===== config.mk =====
export PLATFORM = sky130hd
export DESIGN_NAME = nav_position_unit
export DESIGN_NICKNAME = d
export VERILOG_FILES = /design/src/rtl/nav_pkg.sv /design/src/rtl/nav_axis_accum.sv /design/src/rtl/nav_position_unit.sv
export SDC_FILE = /design/constraint.sdc
export NUM_CORES = 1
export LEC_CHECK = 0
export ABC_AREA = 0
export CAP_MARGIN = 40
export CORE_UTILIZATION = 35
export CTS_CLUSTER_SIZE = 24
export DETAILED_ROUTE_END_ITERATION = 12
export DONT_BUFFER_PORTS = 1
export HOLD_SLACK_MARGIN = 0.06
export SYNTH_ARGS = -nofsm -noshare
export SYNTH_HDL_FRONTEND = slang
export SYNTH_HIERARCHICAL = 1
export SYNTH_SLANG_ARGS = --single-unit

===== constraint.sdc =====
create_clock -name clk -period 3.2 [get_ports clk]
set_input_delay 0.16 -clock clk [delete_from_list [all_inputs] [get_ports clk]]
set_output_delay 0.16 -clock clk [all_outputs]
set_load 0.01 [all_outputs]

===== src/rtl/nav_pkg.sv =====
// Shared definitions for the navigation position unit: mode encodings,
// controller state type and the saturating accumulate helper.
package nav_pkg;

  localparam logic [3:0] MODE_ZERO = 4'b0001;
  localparam logic [3:0] MODE_SUB  = 4'b0010;
  localparam logic [3:0] MODE_HOLD = 4'b0100;
  localparam logic [3:0] MODE_RSVD = 4'b1000;

  typedef enum logic [1:0] {
    ST_CRUISE,
    ST_SPOOL,
    ST_LOAD
  } nav_state_t;

  // Working width of the saturating adder; axis widths up to SAT_W-1 are supported.
  localparam int unsigned SAT_W = 64;

  function automatic logic mode_legal(input logic [3:0] m);
    return (m == MODE_ZERO) || (m == MODE_SUB) || (m == MODE_HOLD);
  endfunction

  // Returns {clamped_flag, result}; result is clamped to the signed range of k bits.
  function automatic logic [SAT_W:0] sat_add(input logic signed [SAT_W-1:0] a,
                                             input logic signed [SAT_W-1:0] b,
                                             input int unsigned             k);
    logic signed [SAT_W:0] sum;
    logic signed [SAT_W:0] hi;
    logic signed [SAT_W:0] lo;
    sum = a + b;
    hi  = (65'sd1 <<< (k - 1)) - 65'sd1;
    lo  = -(65'sd1 <<< (k - 1));
    if (sum > hi)      return {1'b1, hi[SAT_W-1:0]};
    else if (sum < lo) return {1'b1, lo[SAT_W-1:0]};
    else               return {1'b0, sum[SAT_W-1:0]};
  endfunction

endpackage


===== src/rtl/nav_axis_accum.sv =====
// One position axis: register with saturating velocity add, load and clear.
module nav_axis_accum
  import nav_pkg::*;
#(
  parameter int unsigned K = 16
) (
  input  logic         i_clk,
  input  logic         i_rst,
  input  logic         i_clear,
  input  logic         i_load,
  input  logic         i_add,
  input  logic [K-1:0] i_vel,
  input  logic [K-1:0] i_load_val,
  output logic [K-1:0] o_pos,
  output logic         o_sat
);

  logic [K-1:0]       r_pos;
  logic               r_sat;
  logic [SAT_W:0]     w_sum;
  logic [SAT_W-1:K]   w_unused_hi;

  assign w_sum       = sat_add(SAT_W'($signed(r_pos)), SAT_W'($signed(i_vel)), K);
  assign w_unused_hi = w_sum[SAT_W-1:K];

  always_ff @(posedge i_clk) begin
    if (i_rst || i_clear) begin
      r_pos <= '0;
      r_sat <= 1'b0;
    end else if (i_load) begin
      r_pos <= i_load_val;
      r_sat <= 1'b0;
    end else if (i_add) begin
      r_pos <= w_sum[K-1:0];
      r_sat <= w_sum[SAT_W];
    end
  end

  assign o_pos = r_pos;
  assign o_sat = r_sat;

endmodule


===== src/rtl/nav_position_unit.sv =====
// N-axis position integrator with a spooled jump: the FSM and spool counter
// are shared, each axis is a nav_axis_accum instance.
module nav_position_unit
  import nav_pkg::*;
#(
  parameter int unsigned K            = 16,
  parameter int unsigned N            = 3,
  parameter int unsigned SPOOL_CYCLES = 4
) (
  input  logic           clk,
  input  logic           rst,
  input  logic [3:0]     pos_mode,
  input  logic [N*K-1:0] velocity,
  input  logic           jump_valid,
  input  logic [N*K-1:0] jump_position,
  output logic           jump_ready,
  output logic [N*K-1:0] position,
  output logic [N-1:0]   sat,
  output logic           jump_done,
  output logic           mode_err
);

  localparam int unsigned   CW         = (SPOOL_CYCLES > 1) ? $clog2(SPOOL_CYCLES) : 1;
  localparam logic [CW-1:0] SPOOL_LAST = CW'(SPOOL_CYCLES - 1);

  nav_state_t     r_state, w_state_next;
  logic [CW-1:0]  r_cnt, w_cnt_next;
  logic [N*K-1:0] r_target;
  logic           r_jump_done, r_mode_err;
  logic           w_zero, w_accept, w_clear, w_add, w_load, w_done_next;

  assign w_zero     = (pos_mode == MODE_ZERO);
  assign jump_ready = !rst && (r_state == ST_CRUISE) &&
                      ((pos_mode == MODE_SUB) || (pos_mode == MODE_HOLD));
  assign w_accept   = jump_valid && jump_ready;

  // Zero mode takes priority in every state; in SPOOL/LOAD it aborts the jump.
  always_comb begin
    w_state_next = r_state;
    w_cnt_next   = r_cnt;
    w_clear      = 1'b0;
    w_add        = 1'b0;
    w_load       = 1'b0;
    w_done_next  = 1'b0;
    case (r_state)
      ST_CRUISE: begin
        w_clear = w_zero;
        w_add   = (pos_mode == MODE_SUB);
        if (w_accept) begin
          w_state_next = ST_SPOOL;
          w_cnt_next   = SPOOL_LAST;
        end
      end
      ST_SPOOL: begin
        if (w_zero) begin
          w_clear      = 1'b1;
          w_state_next = ST_CRUISE;
          w_cnt_next   = '0;
        end else if (r_cnt == '0) begin
          w_state_next = ST_LOAD;
        end else begin
          w_cnt_next = r_cnt - CW'(1);
        end
      end
      ST_LOAD: begin
        w_state_next = ST_CRUISE;
        if (w_zero) begin
          w_clear = 1'b1;
        end else begin
          w_load      = 1'b1;
          w_done_next = 1'b1;
        end
      end
      default: w_state_next = ST_CRUISE;
    endcase
  end

  always_ff @(posedge clk) begin
    if (rst) begin
      r_state     <= ST_CRUISE;
      r_cnt       <= '0;
      r_target    <= '0;
      r_jump_done <= 1'b0;
      r_mode_err  <= 1'b0;
    end else begin
      r_state     <= w_state_next;
      r_cnt       <= w_cnt_next;
      if (w_accept) r_target <= jump_position;
      r_jump_done <= w_done_next;
      r_mode_err  <= !mode_legal(pos_mode);
    end
  end

  for (genvar gi = 0; gi < N; gi++) begin : g_axis
    nav_axis_accum #(.K(K)) u_axis (
      .i_clk      (clk),
      .i_rst      (rst),
      .i_clear    (w_clear),
      .i_load     (w_load),
      .i_add      (w_add),
      .i_vel      (velocity[gi*K +: K]),
      .i_load_val (r_target[gi*K +: K]),
      .o_pos      (position[gi*K +: K]),
      .o_sat      (sat[gi])
    );
  end

  assign jump_done = r_jump_done;
  assign mode_err  = r_mode_err;

endmodule

Word level (Yosys, flattened, before mapping)
Index checks and enable logic that the tools add are counted.
{"block": "word_totals", "ff_bits": 105, "in_bits": 103, "output_inout_bits": 54, "word_cells": 71}
{"block": "classes", "addsub": 4, "magnitude_cmp": 6, "eq_ne": 8, "muxes": 25, "n_reduce_logical": 17}
{"operator": "65-bit 2-to-1 mux", "n": 6}
{"operator": "65-bit by 16-bit > comparator with 1-bit output (second input constant)", "n": 3}
{"operator": "65-bit by 16-bit less-than comparator with 1-bit output (second input constant)", "n": 3}
{"operator": "16-bit 2-to-1 mux", "n": 6}
{"operator": "16-bit by 16-bit adder with 17-bit output", "n": 3}
{"operator": "2-bit 2-to-1 mux", "n": 6}
{"operator": "2-bit case mux with 2 select lines", "n": 2}
{"operator": "3-bit != test (second input constant)", "n": 2}
{"operator": "4-bit by 1-bit == test with 1-bit output (second input constant)", "n": 1}
{"operator": "4-bit by 2-bit == test with 1-bit output (second input constant)", "n": 1}
{"operator": "4-bit by 3-bit == test with 1-bit output (second input constant)", "n": 1}
{"operator": "2-bit logical NOT", "n": 2}
{"operator": "1-bit logical OR", "n": 4}
{"operator": "1-bit 2-to-1 mux", "n": 4}
{"operator": "2-bit nonzero test", "n": 2}
{"operator": "2-bit OR reduction", "n": 2}
{"operator": "1-bit logical AND", "n": 3}
{"operator": "3-bit AND reduction", "n": 1}
{"operator": "2-bit by 1-bit == test with 1-bit output (second input constant)", "n": 1}
{"operator": "2-bit == test (second input constant)", "n": 1}
{"operator": "1-bit logical NOT", "n": 2}
{"operator": "2-bit != test (second input constant)", "n": 1}
{"operator": "1-bit case mux with 2 select lines", "n": 1}
{"operator": "2-bit AND reduction", "n": 1}
{"operator": "2-bit by 1-bit subtractor with 2-bit output (second input constant)", "n": 1}

Depth between registers and ports, before layout
Gate-level depths: netlist (run 1).
{"block": "depth", "ltp_word": 6, "mapped_depth": 11, "depth_no_buf": 10}

Modules after synthesis
The synthesis (run 1) kept the hierarchy.
{"mod": "nav_axis_accum at g_axis[1].u_axis ...", "n_inst": 2, "cells_each": 234, "area_per_inst_um2": 1780.5, "seq_area_each_um2": 340.3}
{"mod": "nav_position_unit", "n_inst": 1, "cells_each": 230, "area_per_inst_um2": 2319.7, "seq_area_each_um2": 1081.0}
{"mod": "nav_axis_accum at g_axis[0].u_axis", "n_inst": 1, "cells_each": 210, "area_per_inst_um2": 1654.1, "seq_area_each_um2": 340.3}

Least setup slack after synthesis (run 1)
No wires, ideal clock.
{"block": "synth_timing", "path_type": "register -> register", "from": "register r_state[1]", "to": "register g_axis[0].u_axis.r_pos[10]", "setup_time_ns": 0.142, "arrival_time_ns": 2.505, "setup_slack_ns": 0.553, "stages_incl_launch_ff": 10, "path_buffers": 3, "path_cell_list": "dfxtp_1 -> buf_2 -> nor2_1 -> nand2_1 -> nor3b_1 -> clkbuf_1 -> inv_1 -> nor2_1 -> clkbuf_1 -> a311oi_1"}
{"element": "start, declared", "line": "nav_position_unit.sv:26", "text": "nav_state_t r_state, w_state_next;"}
{"element": "start signal, assigned", "line": "nav_position_unit.sv:86", "text": "r_state <= w_state_next;"}
{"element": "2-bit logical NOT", "line": "nav_position_unit.sv:45", "text": "case (r_state)"}
{"element": "1-bit 2-to-1 mux", "line": "nav_position_unit.sv:45"}
{"element": "named net w_add", "line": "nav_position_unit.sv:30", "text": "logic w_zero, w_accept, w_clear, w_add, w_load, w_done_next;"}
{"element": "2-bit nonzero test (no line)"}
{"element": "end signal, assigned", "line": "nav_axis_accum.sv:31", "text": "r_pos <= i_load_val;"}
{"element": "end signal, assigned", "line": "nav_axis_accum.sv:34", "text": "r_pos <= w_sum[K-1:0];"}
{"element": "end, declared", "line": "nav_axis_accum.sv:18", "text": "logic [K-1:0] r_pos;"}
The timed path passes the listed nets, and every way through them passes these cells.
A chain may end at the register's enable or synchronous reset.

Final worst setup path (run 1)
{"block": "layout_timing", "from": "register g_axis[0].u_axis.r_pos[0]", "to": "register g_axis[0].u_axis.r_pos[11]"}
{"block": "layout_between", "elab_chain_cells": 6}
{"element": "16-bit by 16-bit adder with 17-bit output (*)", "line": "nav_pkg.sv:30", "text": "sum = a + b;"}
{"element": "65-bit by 16-bit less-than comparator with 1-bit output", "line": "nav_pkg.sv:34", "text": "else if (sum < lo) return {1'b1, lo[SAT_W-1:0]};"}
{"element": "65-bit 2-to-1 mux", "line": "nav_pkg.sv:34"}
{"element": "65-bit 2-to-1 mux (*)", "line": "nav_pkg.sv:33", "text": "if (sum > hi) return {1'b1, hi[SAT_W-1:0]};"}
{"element": "16-bit 2-to-1 mux (*)", "line": "nav_axis_accum.sv:33", "text": "end else if (i_add) begin"}
{"element": "16-bit 2-to-1 mux (*)", "line": "nav_axis_accum.sv:30", "text": "end else if (i_load) begin"}
Every way passes the cells marked *; elsewhere a longest branch is shown, timed or not. The select of a mux whose other input is x is not followed.

==> metrics.md, run 1 <==
| Metric | Value |
|---|---|
| Max Cap Viol | 0 |
| Synth Instances | roughly 910 |
| Layout Cells excl Fill | 1218 |
| Leading cell types in the layout, fill and taps excluded | 105 x dfxtp_1, 97 x nand2_1, 87 x nor2_1, 81 x a21oi_1, 51 x dlygate4sd3_1 |
| H-tree levels | 3 |
| Layout cells sized above 1 | 0.130 |
| Clock Pin Slew Worst Setup and Hold Paths | 80 ps |
| Slew HR | 0.456 |
| Power Dens Cells | 364 mW/mm² |
| Pre-antenna DRT Iters | 6 |
| Initial antenna violation count | 0 |
| Final slew viol count | 0 |
| Max Freq | about 330 MHz |
| Cell row count | 53 |
| HP Class | primary input to flip-flop |
| Crit path arrival time | 3260 ps |
| CTS Root Cell | clkbuf_16 |
| Final Cycle Share | 0.938 |
| Lkg Pwr | 3.24 nW |
| Largest net degree at the start of global routing | 51 |
| CTS tree | built |
| Routed wire length | 21200 µm |
| Cell type with the largest total area after synthesis | dfxtp_1 |
| Hpwl dp | approximately 16000 µm |
| Setup Buffers After CTS | 0 |
| Min Hold Slack | about 80 ps |
| Final min period | 3000 ps |
| Max VDD drop | 222 µV |
| Drt drc | 0 |
| Status | completed |
| Placed cells | ~1200 |
| Gpl congestion | around 0.89 |
| GRT overflow | 0 |
| Max Root-Sink Buffers | 2 |
| Iteration-0 DRC Markers | just over 300 |
| Post-DR vias/cell | 5.52 |
| Diodes inserted | 0 |
| Die width | 149 µm |
| Commonest non-fill, non-tap cell in the layout | dfxtp_1 |
| Die height | 149 µm |
| GR Util All Layers | 0.193 |
| Fin. Hold Viols | 0 |
| Post-Syn Area | between 0.007 and 0.008 mm² |
| Worst Reg-to-Reg Cells | 10 |
| FF+latch count, synth | 105 |
| Total Nets Final | between 1000 and 1500 |
| Final setup fails | 0 |
| Fin util | 0.406 |
| Post-Syn Nets | 1063 |
| Synth async-reset ratio | 0 |
| Sequential area share after synthesis | 0.279 |
| Global-route wire length before repair | approximately 34000 µm |
| Filler Cell Count | 2195 |
| Clk Latency, worst-skew pair | 350 ps |
| Yosys top cell area share | 0.279 |
| Startpoint types | flip-flop |
| Worst-path fanout max | 12 |
| Worst Hold Depth | 2 |
| Port Buf Inserts | 0 |
| Syn_area_per_cell | 8.30 µm² |
| Area growth syn-to-layout | 13.6% |
| Critical path class | flip-flop to flip-flop |
| I/O pins | about 160 |
| Synth area leaders | dfxtp_1 28%, ha_1 8.1%, a21oi_1 5.4% |
| Crit end category | flip-flop |
| Syn. warnings | 6 |
| Post-synth top flop | dfxtp_1 |
| Via count | 6726 |
| Starting Density | 0.357 |
| Netlist cell types | 64 |
| Die area | between 0.02 and 0.025 mm² |
| Power Total | 0.00311 W |
| Sinks on Clock Net | 105 |
| Post-route ant nets | 0 |
| CTS buffer count | 9 |
| Core area | 0.0211 mm² |
| Clk_skew | approximately 7.7 ps |
| Setup TNS Final | 0 ps |
| Number of global-route vias before repair | 6440 |
| DR WL/cell | between 15 and 20 µm |
| Worst-Margin Slew | 805 ps |
| RSZ-0062 raised after global routing | no |
| Worst Path Required | about 3500 ps |
| Post-synth EDFFs | 0 |
[cell type report]
type / count / area, µm² / area share
clock buffer: 9 / 225 / 0.0263
clock inverter: 7 / 61.3 / 0.00716
multi-input combinational: 725 / 5020 / 0.586
timing repair buffer: 75 / 728 / 0.0851
tap: 275 / 344 / 0.0402
inverter: 22 / 82.6 / 0.00964
sequential: 105 / 2100 / 0.246
[per-layer routing]
metal,vias up,GRT usage,share of wire
met5,-,0,0
met4,0,0.0495,0.010
met3,13,0.0380,0.057
met2,180,0.303,0.46
met1,3180,0.267,0.47
li1,3353,-,-
[registers in the layout (all words and copies together), names as in the netlist]
register and count:
r_cnt 2, r_state 2, g_axis.u_axis/o_sat 3, jump_done 1
r_target 48, mode_err 1, g_axis.u_axis/o_pos 48
[Yosys cell counts (4+ instances only)]
master,number
a2111oi_0,5
a211o_1,7
a211oi_1,21
a211oi_2,5
a21boi_0,4
a21o_1,7
a21oi_1,81
a21oi_2,9
a311oi_1,4
a31oi_1,12
and3_1,4
buf_1,4
buf_2,8
buf_6,9
clkbuf_1,28
dfxtp_1,105
ha_1,49
inv_1,21
mux2_2,21
mux2i_1,24
nand2_1,97
nand2b_1,29
nand3_1,13
nand4_1,6
nor2_1,87
nor2_2,4
nor2b_1,31
nor3_1,22
nor3b_1,5
nor4_1,7
nor4_2,20
o211ai_1,6
o211ai_2,6
o21ai_0,40
o21ai_1,7
o311ai_0,15
or3_1,4
xnor2_1,24
xor2_1,12
[cells by family (layout without fill, tap and decap cells)]
logic type | Yosys count | count (layout) | synth area share
simple gates | 343 | 343 | 0.241
compound gates | 245 | 245 | 0.221
flops | 105 | 105 | 0.279
buf+inv | 78 | 113 | 0.0576
fa+ha+maj | 52 | 52 | 0.0893
mux | 48 | 48 | 0.0678
xor+xnor | 37 | 37 | 0.0440
[report_power, final]
| part | internal [W] | total [W] | switching [W] |
|---|---|---|---|
| Sequential | 0.00134 | 0.00139 | 0.0000461 |
| Combinational | 0.000273 | 0.000635 | 0.000362 |
| Clock | 0.000544 | 0.00109 | 0.000546 |
[final timing paths]
check,slack (ps),start,end
setup / recovery,200,g_axis[0].u_axis/o_pos[0]$_SDFFE_PP0P_,g_axis[0].u_axis/o_pos[11]$_SDFFE_PP0P_
hold / removal,80,rst,r_target[27]$_SDFFE_PP0P_
setup reg to reg,200,g_axis[0].u_axis/o_pos[0]$_SDFFE_PP0P_,g_axis[0].u_axis/o_pos[11]$_SDFFE_PP0P_
hold reg to reg,460,r_target[0]$_SDFFE_PP0P_,r_target[0]$_SDFFE_PP0P_
[worst max-delay path: stages (launching register included)]
cell and delay [ps]:
dfxtp_1 430, ha_1 220, inv_1 70, fa_1 390
nand2b_1 190, a21oi_2 170, o21ai_0 180, o311a_1 430
o211ai_4 350, nor2_1 180, a311oi_1 290
[timing repair]
action,4_1_cts,5_1_grt
setup endpoints to repair,0,3
resized for setup,0,1
hold buffers,52,0
endpoints found under the hold margin,59,0
[stage by stage]
| step | instance area (µm²) | setup slack, ps |
|---|---|---|
| global placement | 7710 | 271 |
| detailed placement | 7740 | 116 |
| floorplan | 7530 | 553 |
| global route | 8560 | 19.7 |
| CTS | 8550 | 113 |
| finish | 8560 | 198 |
Note: power is estimated with default switching activity, not from simulation.
==> inputs of run 2 (changes only) <==
--- a/config.mk
+++ b/config.mk
@@ -7,11 +7,13 @@
 export LEC_CHECK = 0
 export ABC_AREA = 0
 export CAP_MARGIN = 40
+export CORE_MARGIN = 2
 export CORE_UTILIZATION = 35
 export CTS_CLUSTER_SIZE = 24
 export DETAILED_ROUTE_END_ITERATION = 12
 export DONT_BUFFER_PORTS = 1
 export HOLD_SLACK_MARGIN = 0.06
+export REMOVE_ABC_BUFFERS = 1
 export SYNTH_ARGS = -nofsm -noshare
 export SYNTH_HDL_FRONTEND = slang
 export SYNTH_HIERARCHICAL = 1
==> constraint.sdc (replaced) <==
create_clock -name clk -period 3.15 [get_ports clk]
set_input_delay 0.1575 -clock clk [delete_from_list [all_inputs] [get_ports clk]]
set_output_delay 0.1575 -clock clk [all_outputs]
set_load 0.01 [all_outputs]
==> run 2 against run 1 <==
Net effect:
- non-clock buffer count rose by 4
- register-to-register slack better by 80 ps
- worst hold slack barely moved
- wire length is 2.2% higher
- die area increased by 2.7%
- clock power up 8%
- global-route usage fell by 0.44 points
- clock skew up 0.51 ps
- largest power group unchanged
- highest routed layer unchanged
==> metrics.md, run 2 (synthesis gave the netlist of run 1 again) <==
| Metric | Value |
|---|---|
| Final setup fails | 0 |
| Clock Pin Slew Worst Setup and Hold Paths | 70 ps |
| Die height | 151 µm |
| Max Cap Viol | 0 |
| Max Freq | 348 MHz |
| Setup ws final | 276 ps |
| Origin of the worst setup path | g_axis[1].u_axis/o_pos[0]$_SDFFE_PP0P_ |
| Crit end category | flip-flop |
| Cell area after layout | slightly below 0.009 mm² |
| Iteration-0 DRC Markers | 447 |
| RR Startpoint | g_axis[1].u_axis/o_pos[0]$_SDFFE_PP0P_ |
| Worst-path fanout max | 8 |
| Drt drc | 0 |
| GRT overflow | 0 |
| Max Root-Sink Buffers | 2 |
| Startpoint types | flip-flop |
| Min Hold Slack | about 83 ps |
| Final min period | 2870 ps |
| Post-route ant nets | 0 |
| Final slew viol count | 0 |
| Worst-Margin Slew | 647 ps |
| GR Util All Layers | 0.188 |
| Gpl congestion | 0.900 |
| Placed cell areas | 0.00778 mm² |
| Total Nets Final | 1097 |
| Slew HR | 0.567 |
| CTS buffer count | 9 |
| Initial antenna violation count | 0 |
| Starting Density | 0.357 |
| DR WL/cell | 17.7 µm |
| Leading cell types in the layout, fill and taps excluded | 105 x dfxtp_1, 97 x nand2_1, 87 x nor2_1, 81 x a21oi_1, 56 x dlygate4sd3_1 |
| Routed wire length | 21600 µm |
| Fin. Hold Viols | 0 |
| Final Cycle Share | 0.912 |
| Cell row count | 53 |
| Layout cells sized above 1 | 0.128 |
| Hold path start | rst |
| Crit path arrival time | 3130 ps |
| Max VDD drop | 295 µV |
| Die width | 151 µm |
| Clk Latency, worst-skew pair | 350 ps |
| Number of global-route vias before repair | ~6300 |
| Lkg Pwr | 3.28 nW |
| Via count | 6714 |
| Largest net degree at the start of global routing | 55 |
| Area growth syn-to-layout | 14.9% |
| Post-DR vias/cell | about 5.5 |
| Clk_skew | 8.18 ps |
| Worst slack, placed | around 290 ps |
| CTS tree | built |
| Critical path class | flip-flop to flip-flop |
| H-tree levels | 3 |
| I/O pins | 157 |
| Pre-antenna DRT Iters | 5 |
| Core area | 0.0211 mm² |
| Hpwl dp | ~16000 µm |
| CTS Root Cell | clkbuf_16 |
| Global-route wire length before repair | 34000 µm |
| HP Class | primary input to flip-flop |
| Die area | 0.0227 mm² |
| Worst Path Required | 3400 ps |
| Power Dens Cells | 375 mW/mm² |
| RSZ-0062 raised after global routing | no |
| Status | completed |
| Commonest non-fill, non-tap cell in the layout | dfxtp_1 |
| Sinks on Clock Net | 105 |
| Port Buf Inserts | 0 |
run 2: worst max-delay path: stages (launching register included):
cell      delay [ps]
dfxtp_1          400
ha_1             210
inv_1             60
fa_1             380
nand2b_1         190
a21oi_2          200
o21ai_2          130
o41a_1           400
a211oi_4         380
buf_4            210
nor3_1            60
nor4_2           160
run 2: cell type report:
cell class                      count  area, µm²
Antenna cell                        1       2.50
Multi-Input combinational cell    725       5010
Fill cell                        2160      12400
Timing Repair Buffer               79        816
Tap cell                          275        344
Sequential cell                   105       2100
Inverter                           22       82.6
Clock buffer                       11        253
Clock inverter                      4       51.3
run 2: timing repair:
| action | CTS | global route |
|---|---|---|
| buffers inserted | 0 | 0 |
| hold endpoints to repair | 59 | 1 |
| resized for setup | 0 | 0 |
| hold buffers | 55 | 1 |
run 2: through the flow:
| step | utilization | instances | total power (W) | setup TNS [ps] |
|---|---|---|---|---|
| 2_1_floorplan | - | 852 | 0.00188 | -176060 |
| 3_3_place_gp | 0.368 | 1147 | 0.00202 | 0 |
| 3_5_place_dp | 0.369 | 1149 | 0.00203 | 0 |
| 4_1_cts | 0.410 | 1219 | 0.00329 | 0 |
| 5_1_grt | 0.411 | 1221 | 0.00341 | 0 |
| 6_report | 0.411 | 1222 | 0.00325 | 0 |
run 2: layer usage:
layer | vias up | global-route usage | part of all wire
met4 | 0 | 0.0383 | 0.012
met3 | 19 | 0.0479 | 0.065
met1 | 3155 | 0.251 | 0.46
met2 | 175 | 0.308 | 0.46
li1 | 3365 | - | -
met5 | - | 0 | 0
run 2: path summary, 6_finish.rpt:
check,endpoint,slack (ps),depth (start not counted)
min reg2reg,r_target[12]$_SDFFE_PP0P_,450,2
max reg2reg,g_axis[1].u_axis/o_pos[9]$_SDFFE_PP0P_,280,11
min,r_target[39]$_SDFFE_PP0P_,80,2
max,g_axis[1].u_axis/o_pos[9]$_SDFFE_PP0P_,280,11
run 2: power breakdown:
part | internal [W] | switching (W)
clock network | 0.000658 | 0.000525
registers | 0.00136 | 0.0000443
logic | 0.000286 | 0.000368
